## config.mk

```make
export PLATFORM = sky130hd
export DESIGN_NAME = hs32_execute
export DESIGN_NICKNAME = d
export VERILOG_FILES = /design/src/rtl/hs32_execute.sv
export SDC_FILE = /design/constraint.sdc
export NUM_CORES = 1
export LEC_CHECK = 0
export BUFFER_PORTS_ARGS = -buffer_cell sky130_fd_sc_hd__clkbuf_2
export CAP_MARGIN = 10
export CORE_MARGIN = 2
export CORE_UTILIZATION = 50
export DETAILED_ROUTE_END_ITERATION = 10
export GPL_TIMING_DRIVEN = 0
export PLACE_DENSITY = 0.85
export SLEW_MARGIN = 30
export SYNTH_ARGS = -nofsm -noshare
export SYNTH_HDL_FRONTEND = slang
export SYNTH_SLANG_ARGS = --single-unit
export TNS_END_PERCENT = 20
```

## constraint.sdc

```tcl
create_clock -name clk -period 6.2 [get_ports clk]
set_input_delay 0.31 -clock clk [delete_from_list [all_inputs] [get_ports clk]]
set_output_delay 0.31 -clock clk [all_outputs]
set_load 0.03 [all_outputs]
```

## src/rtl/hs32_execute.sv

```systemverilog
// HS32 execute stage: operand select, ALU, NZCV flags and a one-entry
// result register that feeds forwarding and the regfile write port.
package hs32_pkg;

   typedef struct packed {
      logic       neg;
      logic       sub;
      logic       cen;
      logic [1:0] opr;
      logic       fwe;
   } hs32_ctl_t;

   typedef struct packed {
      logic [31:0] d1;
      logic [31:0] d2;
      logic        we1;
      logic        we2;
      logic [3:0]  rd;
      logic        fwd;
      hs32_ctl_t   ctl;
   } hs32_s2pkt;

   typedef struct packed {
      logic [31:0] res;
   } hs32_s3pkt;

endpackage

module hs32_execute
   import hs32_pkg::*;
(
   input  logic        clk,
   input  logic        rst_n,
   input  hs32_s2pkt   data_i,
   input  logic        valid_i,
   output logic        ready_o,
   input  logic        flush_i,
   input  logic        ready_i,
   output hs32_s3pkt   fwd_o,
   output logic [3:0]  rd3_o,
   output logic        stl3_o,
   output logic [3:0]  wp_addr_o,
   output logic [31:0] wp_data_o,
   output logic        wp_we_o,
   output logic [3:0]  flags_o
);

   logic        valid_q;
   logic        we1_q;
   logic [31:0] res_q;
   logic [3:0]  rd_q;
   logic        n_q;
   logic        z_q;
   logic        c_q;
   logic        v_q;

   logic [31:0] opa;
   logic [31:0] opb;
   logic        cin;
   logic [32:0] sum;
   logic [31:0] res;
   logic        ovf;
   logic        accept;
   logic        unused_we2;

   // we2 is reserved: there is only one write port
   assign unused_we2 = data_i.we2;

   assign ready_o = ~valid_q | ready_i;
   assign accept  = valid_i & ready_o & ~flush_i;

   // operand select and ALU; carry-in uses the registered C flag
   always_comb begin
      opa = data_i.fwd ? res_q : data_i.d1;
      opb = data_i.ctl.neg ? ~data_i.d2 : data_i.d2;
      cin = data_i.ctl.cen ? c_q : data_i.ctl.sub;
      sum = {1'b0, opa} + {1'b0, opb} + {32'd0, cin};
      ovf = (opa[31] == opb[31]) & (sum[31] != opa[31]);
      case (data_i.ctl.opr)
         2'd0:    res = sum[31:0];
         2'd1:    res = opa & opb;
         2'd2:    res = opa | opb;
         default: res = opa ^ opb;
      endcase
   end

   // stage register: flush kills, accept loads, retire empties
   always_ff @(posedge clk or negedge rst_n) begin
      if (!rst_n) begin
         valid_q <= 1'b0;
         we1_q   <= 1'b0;
         res_q   <= 32'd0;
         rd_q    <= 4'd0;
      end else if (flush_i) begin
         valid_q <= 1'b0;
      end else if (accept) begin
         valid_q <= 1'b1;
         we1_q   <= data_i.we1;
         res_q   <= res;
         rd_q    <= data_i.rd;
      end else if (ready_i) begin
         valid_q <= 1'b0;
      end
   end

   // flags: N/Z on every flag-writing accept, C/V only for add
   always_ff @(posedge clk or negedge rst_n) begin
      if (!rst_n) begin
         n_q <= 1'b0;
         z_q <= 1'b0;
         c_q <= 1'b0;
         v_q <= 1'b0;
      end else if (accept && data_i.ctl.fwe) begin
         n_q <= res[31];
         z_q <= (res == 32'd0);
         if (data_i.ctl.opr == 2'd0) begin
            c_q <= sum[32];
            v_q <= ovf;
         end
      end
   end

   assign fwd_o.res = res_q;
   assign rd3_o     = rd_q;
   assign stl3_o    = valid_q & we1_q;
   assign wp_addr_o = rd_q;
   assign wp_data_o = res_q;
   assign wp_we_o   = valid_q & we1_q & ready_i & ~flush_i;
   assign flags_o   = {n_q, z_q, c_q, v_q};

endmodule
```

==> run summary <==
status = completed
First DRT Iteration DRCs = 482
Final #Nets = 1069
fin crit share = 92.29%
DR vias/cell = 5.790
die width = 112.0 um
initial core utilization = 51.06%
Via Count = 6166
post-synthesis simple-gate area fraction = 16.93%
R2R Setup Slk = 0.89 ns
io pins = 161
diode count = 0
Mapped Cells = 758
largest family of logic cells by synthesized area = compound AO/OA/AOI/OAI gates
WHS = 0.07591 ns
Fill cells = 1053
maxcap violations = 0
Worst setup EP type = flip-flop
Pre-antenna DRT Iters = 5
first-pass GRT wire length = 29320 um
Clk Latency, worst-skew pair = 0.29 ns
syn_nets = 906
CTS root buf = clkbuf_16
RSZ-0062 raised after global routing = false
post-CTS setup buffer count = 0
Die Ht = 112.0 um
DP Worst Slack = 0.2604 ns
fmax = 174.8 MHz
ANT nets after route = 0
synthesized cell area = 0.005831 mm2
r2r startpoint = fwd_o[0]
clock skew = 0.007586 ns
complex-gate fraction of the synthesized area = 22.42%
Worst Hold Class = in2async
Setup crit start = data_i[5]
FF+latch count, synth = 42
Overflow after GRT = 0
share of cells above drive strength 1 = 25.70%
XOR/XNOR Fraction of Synth Area = 5.558%
VDD IR max = 0.0002502 V
post_cts resized = 0
Detailed Place HPWL = 14080 um
CP Launch Type = input port
Yosys cell types = 75
Final Max Tran Viols = 0
clock sinks = 42
Fin Setup TNS = 0 ns
Most used DFF post-synth = dfrtp_1
GRT Overall Usage = 29.00%
syn avg cell area = 7.692 um2
PD cells = 289.7 mW/mm2
worst slew pin tran = 1.030 ns
port bufs = 156
largest net degree at the start of global routing = 43
cts hold-fix bufs = 0
Worst slew margin = 31.18%
Area Overhead vs Synth = 19.08%
CP Max Fanout = 10
worst reg2reg endpoint = z_q
Internal = 0.0009898 W
share of flip-flops with an asynchronous set or reset = 100.0%
Sequential Power Share = 20.5%
Req. time, crit path = 6.41 ns
die area = 0.01254 mm2
Crit Path Class = in2reg
Post-Synth Adder-Cell Area = 14.42%
vias in the first global route = 5861
Comb pwr share = 65.6%
mux contribution to synthesized area = 9.592%
Hold Fails Final Rpt = 0
core box area = 0.01142 mm2
gpl congestion = 0.9642
Clock transition at path regs = 0.07 ns
switching power total = 0.001022 W
Remaining DRCs = 0
detailed-route wire length = 18350 um
yosys warns = 0
crit path DAT = 5.93 ns
cell row count = 39
CTS tree = yes
final setup violation count = 0
htree depth = 2
Switching Fraction = 50.79%
EDFF count, synth = 0
post-route setup slack = 0.4781 ns
register area share after synthesis = 18.03%
Lkg Pwr = 3.799 nW
Clock Path Buffers = 2
Avg WL per Cell = 17.23 um
antenna violations before repair = 0
clock power share = 13.9%
Inserted Clock Buffers = 5
reg2reg path depth = 15
post-layout min period = 5.722 ns
-- stage by stage --
stage                     std cells  power (W)  cell area, um2  util [%]
after floorplan                 758   0.001376            5831         -
after global placement         1057   0.001692            6790     59.47
after detailed placement       1057   0.001716            6793     59.49
after CTS                      1065   0.002004            6943     60.80
after global routing           1065   0.002154            6943     60.80
final                          1065   0.002011            6943     60.80
-- layout by cell type, fill, tap and decap left out, drive strengths merged, types with 5 or more instances in the layout --
master and instances:
a31oi 5, a21oi 30, buf 54, o21bai 6
a22o 5, mux2 5, ha 64, a22oi 6
a221oi 6, a221o 6, a21o 15, nand2 112
o21ai 47, o31ai 10, nor2 44, mux2i 39
xnor2 20, or3 7, and3 5, o21a 7
clkbuf 183, dfrtp 42, nand3 10, xor2 17
inv 82, o22ai 7, nor3 10, mux4 5
-- synth_stat cells, types with 5 or more instances --
| master | instances | area [um2] |
|---|---|---|
| o21ai_0 | 45 | 225.2 |
| ha_1 | 64 | 800.8 |
| xor2_1 | 17 | 148.9 |
| dfrtp_1 | 42 | 1051 |
| xnor2_1 | 20 | 175.2 |
| a21o_1 | 14 | 105.1 |
| o22ai_1 | 7 | 43.79 |
| a22o_1 | 5 | 43.79 |
| a21oi_1 | 28 | 140.1 |
| nor3_1 | 10 | 50.05 |
| a22oi_1 | 6 | 45.04 |
| o31ai_1 | 9 | 67.56 |
| nor2_1 | 44 | 165.2 |
| a31oi_1 | 5 | 31.28 |
| buf_4 | 44 | 330.3 |
| nand3_1 | 10 | 50.05 |
| inv_1 | 81 | 304.0 |
| mux2i_1 | 39 | 390.4 |
| a221oi_1 | 5 | 43.79 |
| mux2_2 | 5 | 56.30 |
| or3_1 | 7 | 43.79 |
| nand2_1 | 112 | 420.4 |
| o21a_1 | 7 | 52.55 |
| buf_1 | 8 | 30.03 |
| o21bai_1 | 6 | 45.04 |
| clkbuf_1 | 22 | 82.58 |
| mux4_2 | 5 | 112.6 |
-- state kept, by name, summed over array words and instances, names as in the netlist --
register,flops
c_q,1
fwd_o,32
n_q,1
rd3_o,4
v_q,1
valid_q,1
we1_q,1
z_q,1
-- worst max-delay path, cell delays in order --
cell and delay [ns]:
clkbuf_1 0.20, buf_1 0.63, xor2_1 0.26, fa_1 0.48, fa_1 0.42, a21oi_1 0.28
o22ai_1 0.21, a221oi_4 0.44, o21ai_0 0.19, a221oi_1 0.28, o22ai_1 0.15, a2111oi_0 0.64
nand4b_1 0.23, or4_1 0.55, or4_1 0.47, o31ai_2 0.19
-- logic make-up (layout without fill, tap and decap cells) --
| family | count (synthesis) | after routing |
|---|---|---|
| flip-flops | 42 | 42 |
| XOR/XNOR | 37 | 37 |
| multiplexers | 49 | 49 |
| AND/OR/NAND/NOR | 219 | 219 |
| adder cells (fa/ha/maj) | 66 | 66 |
| AO/OA/AOI/OAI | 187 | 187 |
| buffers and inverters | 158 | 322 |
-- power groups by stage --
stage	Clock (W)	Sequential, W	Combinational, W
6_report	0.000280	0.000412	0.00132
5_1_grt	0.000301	0.000424	0.00143
4_1_cts	0.000287	0.000411	0.00131
3_5_place_dp	0	0.000416	0.00130
3_3_place_gp	0	0.000412	0.00128
2_1_floorplan	0	0.000514	0.000863
-- final cells by class --
type / count / area, um2 / area share (%)
multi-input cells: 558 / 4019 / 57.88
flip-flops and latches: 42 / 1051 / 15.14
well taps: 143 / 178.9 / 2.577
plain buffers: 76 / 452.9 / 6.524
clock buffers: 5 / 125.1 / 1.802
clock inverters: 3 / 25.02 / 0.3604
inverters: 82 / 307.8 / 4.433
repair buffers: 156 / 783.3 / 11.28
-- worst max-delay path by stage --
stage / to / depth (start not counted)
floorplan: z_q / 16
global placement: z_q / 16
detailed placement: z_q / 16
global route: z_q / 16
CTS: z_q / 16
finish: z_q / 16
-- routing by layer --
| metal | vias up | wire [um] | track usage, % | share of wire, % |
|---|---|---|---|---|
| met2 | 328 | 8454 | 47.60 | 46 |
| met4 | 0 | 604 | 11.06 | 3.3 |
| met1 | 2866 | 7685 | 38.43 | 42 |
| met3 | 46 | 1609 | 4.845 | 8.8 |
| li1 | 2926 | - | - | - |
| met5 | - | 0 | 0 | 0 |
Power figures use the tool's default switching activity.
